`src/rtl/uart_rx_fifo.sv`:
```
// 8N1 UART receiver with 16x oversampling, feeding a small first-word-fall-through FIFO.
// Overrun and framing errors are reported as single-cycle pulses aligned with the FIFO update.
module uart_rx_fifo #(
  parameter int DVSR    = 52,
  parameter int DBIT    = 8,
  parameter int SB_TICK = 16,
  parameter int FIFO_AW = 2
) (
  input  logic       clk,
  input  logic       reset,
  input  logic       rx,
  input  logic       rd,
  output logic [7:0] rx_data,
  output logic       rx_empty,
  output logic       rx_full,
  output logic       overrun,
  output logic       frame_err
);
  localparam int CW    = (DVSR > 1) ? $clog2(DVSR) : 1;
  localparam int NW    = $clog2(DBIT + 1);
  localparam int DEPTH = 1 << FIFO_AW;

  typedef enum logic [1:0] {IDLE, START, DATA, STOP} state_t;

  logic                rx_meta_q, rx_s_q;
  logic [CW-1:0]       cnt_q;
  logic                s_tick;
  state_t              state_q, state_d;
  logic [3:0]          s_q, s_d;
  logic [NW-1:0]       n_q, n_d;
  logic [7:0]          b_q, b_d;
  logic                stop_done, wr_en, ovr_d, ferr_d, pop;
  logic                overrun_q, frame_err_q;
  logic [7:0]          mem_q [DEPTH];
  logic [FIFO_AW:0]    wptr_q, rptr_q;

  // Synchroniser presets high so reset never looks like a start edge
  always_ff @(posedge clk) begin
    if (reset) begin
      rx_meta_q <= 1'b1;
      rx_s_q    <= 1'b1;
      cnt_q     <= '0;
    end else begin
      rx_meta_q <= rx;
      rx_s_q    <= rx_meta_q;
      cnt_q     <= s_tick ? '0 : cnt_q + 1'b1;
    end
  end

  assign s_tick = (cnt_q == CW'(DVSR - 1));

  always_ff @(posedge clk) begin
    if (reset) begin
      state_q <= IDLE;
      s_q     <= '0;
      n_q     <= '0;
    end else begin
      state_q <= state_d;
      s_q     <= s_d;
      n_q     <= n_d;
    end
  end

  always_ff @(posedge clk) begin
    b_q <= b_d;
  end

  always_comb begin
    state_d = state_q;
    s_d     = s_q;
    n_d     = n_q;
    b_d     = b_q;
    case (state_q)
      IDLE: begin
        if (!rx_s_q) begin
          state_d = START;
          s_d     = '0;
        end
      end
      START: begin
        if (s_tick) begin
          if (s_q == 4'd7) begin
            if (!rx_s_q) begin
              state_d = DATA;
              s_d     = '0;
              n_d     = '0;
            end else begin
              state_d = IDLE;
            end
          end else begin
            s_d = s_q + 4'd1;
          end
        end
      end
      DATA: begin
        if (s_tick) begin
          if (s_q == 4'd15) begin
            s_d = '0;
            b_d = {rx_s_q, b_q[7:1]};
            if (n_q == NW'(DBIT - 1)) state_d = STOP;
            else                      n_d = n_q + 1'b1;
          end else begin
            s_d = s_q + 4'd1;
          end
        end
      end
      STOP: begin
        if (s_tick) begin
          if (s_q == 4'(SB_TICK - 1)) state_d = IDLE;
          else                        s_d = s_q + 4'd1;
        end
      end
      default: state_d = IDLE;
    endcase
  end

  // A pop in the stop-sample cycle frees the slot, so a full FIFO still accepts the byte
  always_comb begin
    stop_done = (state_q == STOP) && s_tick && (s_q == 4'(SB_TICK - 1));
    wr_en     = stop_done && rx_s_q && (!rx_full || pop);
    ovr_d     = stop_done && rx_s_q && rx_full && !pop;
    ferr_d    = stop_done && !rx_s_q;
  end

  assign rx_empty = (wptr_q == rptr_q);
  assign rx_full  = (wptr_q[FIFO_AW] != rptr_q[FIFO_AW]) &&
                    (wptr_q[FIFO_AW-1:0] == rptr_q[FIFO_AW-1:0]);
  assign pop      = rd && !rx_empty;
  assign rx_data  = mem_q[rptr_q[FIFO_AW-1:0]];

  always_ff @(posedge clk) begin
    if (reset) begin
      wptr_q      <= '0;
      rptr_q      <= '0;
      overrun_q   <= 1'b0;
      frame_err_q <= 1'b0;
    end else begin
      if (wr_en) wptr_q <= wptr_q + 1'b1;
      if (pop)   rptr_q <= rptr_q + 1'b1;
      overrun_q   <= ovr_d;
      frame_err_q <= ferr_d;
    end
  end

  always_ff @(posedge clk) begin
    if (wr_en) mem_q[wptr_q[FIFO_AW-1:0]] <= b_q;
  end

  assign overrun   = overrun_q;
  assign frame_err = frame_err_q;

endmodule
```
`config.mk`:
```
export PLATFORM = sky130hd
export DESIGN_NAME = uart_rx_fifo
export DESIGN_NICKNAME = d
export VERILOG_FILES = /design/src/rtl/uart_rx_fifo.sv
export SDC_FILE = /design/constraint.sdc
export NUM_CORES = 1
export LEC_CHECK = 0
export CAP_MARGIN = 0
export CELL_PAD_IN_SITES_DETAIL_PLACEMENT = 1
export CELL_PAD_IN_SITES_GLOBAL_PLACEMENT = 1
export CORE_ASPECT_RATIO = 0.5
export CORE_UTILIZATION = 52
export DETAILED_ROUTE_END_ITERATION = 10
export GPL_ROUTABILITY_DRIVEN = 0
export PLACE_DENSITY = 0.79
export REMOVE_ABC_BUFFERS = 1
export SLEW_MARGIN = 5
export SYNTH_ARGS = -nofsm -noshare
export SYNTH_HDL_FRONTEND = slang
export SYNTH_SLANG_ARGS = --single-unit
```
`constraint.sdc`:
```
create_clock -name clk -period 5.65 [get_ports clk]
set_clock_uncertainty 0.1 [all_clocks]
set_input_delay 1.13 -clock clk [delete_from_list [all_inputs] [get_ports clk]]
set_output_delay 1.13 -clock clk [all_outputs]
set_load 0.005 [all_outputs]
```
==> results.toml <==
[outcome]
status = "completed"

[final_layout]
final_cell_mix = "edfxtp_1 (40), dfxtp_1 (28), nor2_1 (16)"
nets = 244
final_cells = 307
syn_to_final_growth_pct = 13.9
final_common_cell = "edfxtp_1"
num_antenna_cells = 0
drive_gt1_share_pct = 16.5

[timing]
setup_viol = 0
min_period_ps = 3290
setup_ws_ps = 2360
tns_ps = 0
hold_viol = 0
holdWs_ps = 318
worstMarginPinSlew_ps = 990
final_max_slew_viol_count = 0
fmax_mhz = 304
grt_setup_unrepaired = "no"
period_share_pct = 58.2
maxSlewHeadroom_pct = 33.8

[cts]
cts_root_buffer = "clkbuf_8"
h-tree-depth = 3
postCtsSetupRepairBufs = 0
cts_resized = 0
numCtsBuffers = 9
clk_pin_slew_worst_paths_ps = 80
clock_sinks = 68
postCtsHoldBufs = 0
insertion_delay_ps = 350
clk_path_buf_depth = 2
cts_tree = "yes"

[power_and_ir_drop]
p_int_w = 0.000822
pwr-share-seq_pct = 50.9
ir_drop_mv = 0.147
p_sw_share_pct = 20.2
cellPowerDensity_nw_per_um2 = 310
clkPwrFrac_pct = 47.6
p_sw_w = 0.000208
pwr-share-comb_pct = 1.5
power_w = 0.00103
power.leakage_nw = 1.11

[yosys]
synth-seq-cells = 68
synth_edf_count = 40
syn-instance-count = 218
async_reset_ff_share_pct = 0
yosysSeqAreaShare_pct = 60.4
yosysWarnings = 0
synth_cell_types = 56
syn_area_um2 = 2920
synthFlopType = "edfxtp_1"
syn_avg_cell_area_um2 = 13.4

[die]
io_pins = 16
start_util_pct = 56.6
rows = 18
core_area_um2 = 5160
die-area_um2 = 5930
fp.dieH_um = 55.0
die_w_um = 108

[critical_path]
worstPathRequired_ps = 4420
crit_slowest_cell = "dfxtp_1"
crit_arrival_ps = 2060
cp-end-kind = "primary output"
startpoint_type = "flip-flop"
crit_type = "flip-flop to primary output"
path_cells = "mux4_2 -> clkdlybuf4s50_1"
r2r_slack_ps = 2950
path_max_fanout = 8
crit_path_max_incr_delay_ps = 660

[place]
hpwlAfterDp_mm = 4.02
placedCellCount = 291
portBuffers = 15
dp_slack_ps = 2440

[global_routing]
grt_overflow = 0
grt_util_all_layers_pct = 24.1
grt_pass1_wl_mm = 9.67
grt_max_degree = 21
grt_pass1_vias = 1828
antenna_found_initial = 0

[drt]
ant_nets = 0
wl_mm = 6.19
route.detailed.drc = 0
drt_iter0_drc = 89
via_per_inst = 5.83
route.vias.total = 1789
firstDrtPassIters = 4
wl_per_cell_um = 20.2

[worst_hold_path]
hold_class = "flip-flop to flip-flop"

[job]
maxCapViolCount = 0
power groups by stage:
| stage | clock (W) | combinational (W) | sequential (W) |
|---|---|---|---|
| final | 0.000490 | 0.0000156 | 0.000524 |
| after global placement | 0 | 0.0000148 | 0.000535 |
| after global routing | 0.000515 | 0.0000174 | 0.000525 |
| after floorplan | 0 | 0.00000856 | 0.000535 |
| after detailed placement | 0 | 0.0000157 | 0.000536 |
| after CTS | 0.000493 | 0.0000159 | 0.000524 |
path summary, 6_finish.rpt:
kind                  start          end  depth (start not counted)
setup / recovery  flip-flop   rx_data[7]                          2
hold reg to reg   rx_meta_q       rx_s_q                          1
setup reg to reg     s_q[0]  mem_q[1][1]                          4
hold / removal    rx_meta_q       rx_s_q                          1
routing by layer:
metal	share of wire [%]	wire, µm	track usage (%)
met5	0	0	0
met2	49	3050	41.7
met4	0.69	43	6.62
met1	46	2870	28.2
met3	3.6	220	10.7
layout make-up:
cell class,instances,area (µm²)
inverter,9,33.8
timing repair buffer,16,158
sequential,68,1760
tap,70,87.6
fill,511,1830
clock inverter,6,114
clock buffer,10,128
multi-input combinational,128,1040
critical path, delay by kind of cell, from the launching register on:
kind / cells / cell delay, ps
flops: 1 / 660
buf+inv: 1 / 460
mux: 1 / 590
synthesized netlist by cell type, types with 2 or more instances:
library cell	n	area share, %
edfxtp_1	40	41
dfxtp_1	28	19
nor2_1	16	2.1
nand3_1	11	1.9
nand2_1	10	1.3
ha_1	8	3.4
inv_1	8	1.0
mux4_2	8	6.2
buf_2	6	1.0
xnor2_1	6	1.8
xor2_1	6	1.8
a31oi_1	4	0.86
and3_2	4	1.0
nor3_1	4	0.69
or2_2	4	0.86
and3_1	3	0.64
mux2i_1	3	1.0
a21oi_1	2	0.34
a221oi_1	2	0.60
a311oi_1	2	0.60
buf_6	2	0.77
clkbuf_1	2	0.26
nand2b_1	2	0.43
nand4_1	2	0.43
nor3b_1	2	0.51
o31ai_1	2	0.51
o32ai_1	2	0.60
cells by family after synthesis:
group	Yosys count	share of synthesized area, %
and+or+nand+nor	69	13.2
DFF	68	60.4
AOI/OAI and AO/OA	28	8.24
buffers and inverters	22	3.90
xor gates and xnor gates	12	3.60
muxes	11	7.21
adders and majority gates	8	3.43
stage by stage:
stage	utilization, %	area, µm²
2_1_floorplan	-	2840
3_3_place_gp	59.8	3080
3_5_place_dp	59.8	3080
4_1_cts	64.4	3320
5_1_grt	64.4	3320
6_report	64.4	3320
sequential cells by signal, summed over array words and instances (netlist names), 3 cells and up, named ones only:
| name | cells |
|---|---|
| n_q | 4 |
| rptr_q | 3 |
| b_q | 8 |
| mem_q | 32 |
| s_q | 4 |
| cnt_q | 6 |
| wptr_q | 3 |
No activity file was read; power rests on OpenSTA's default activity.
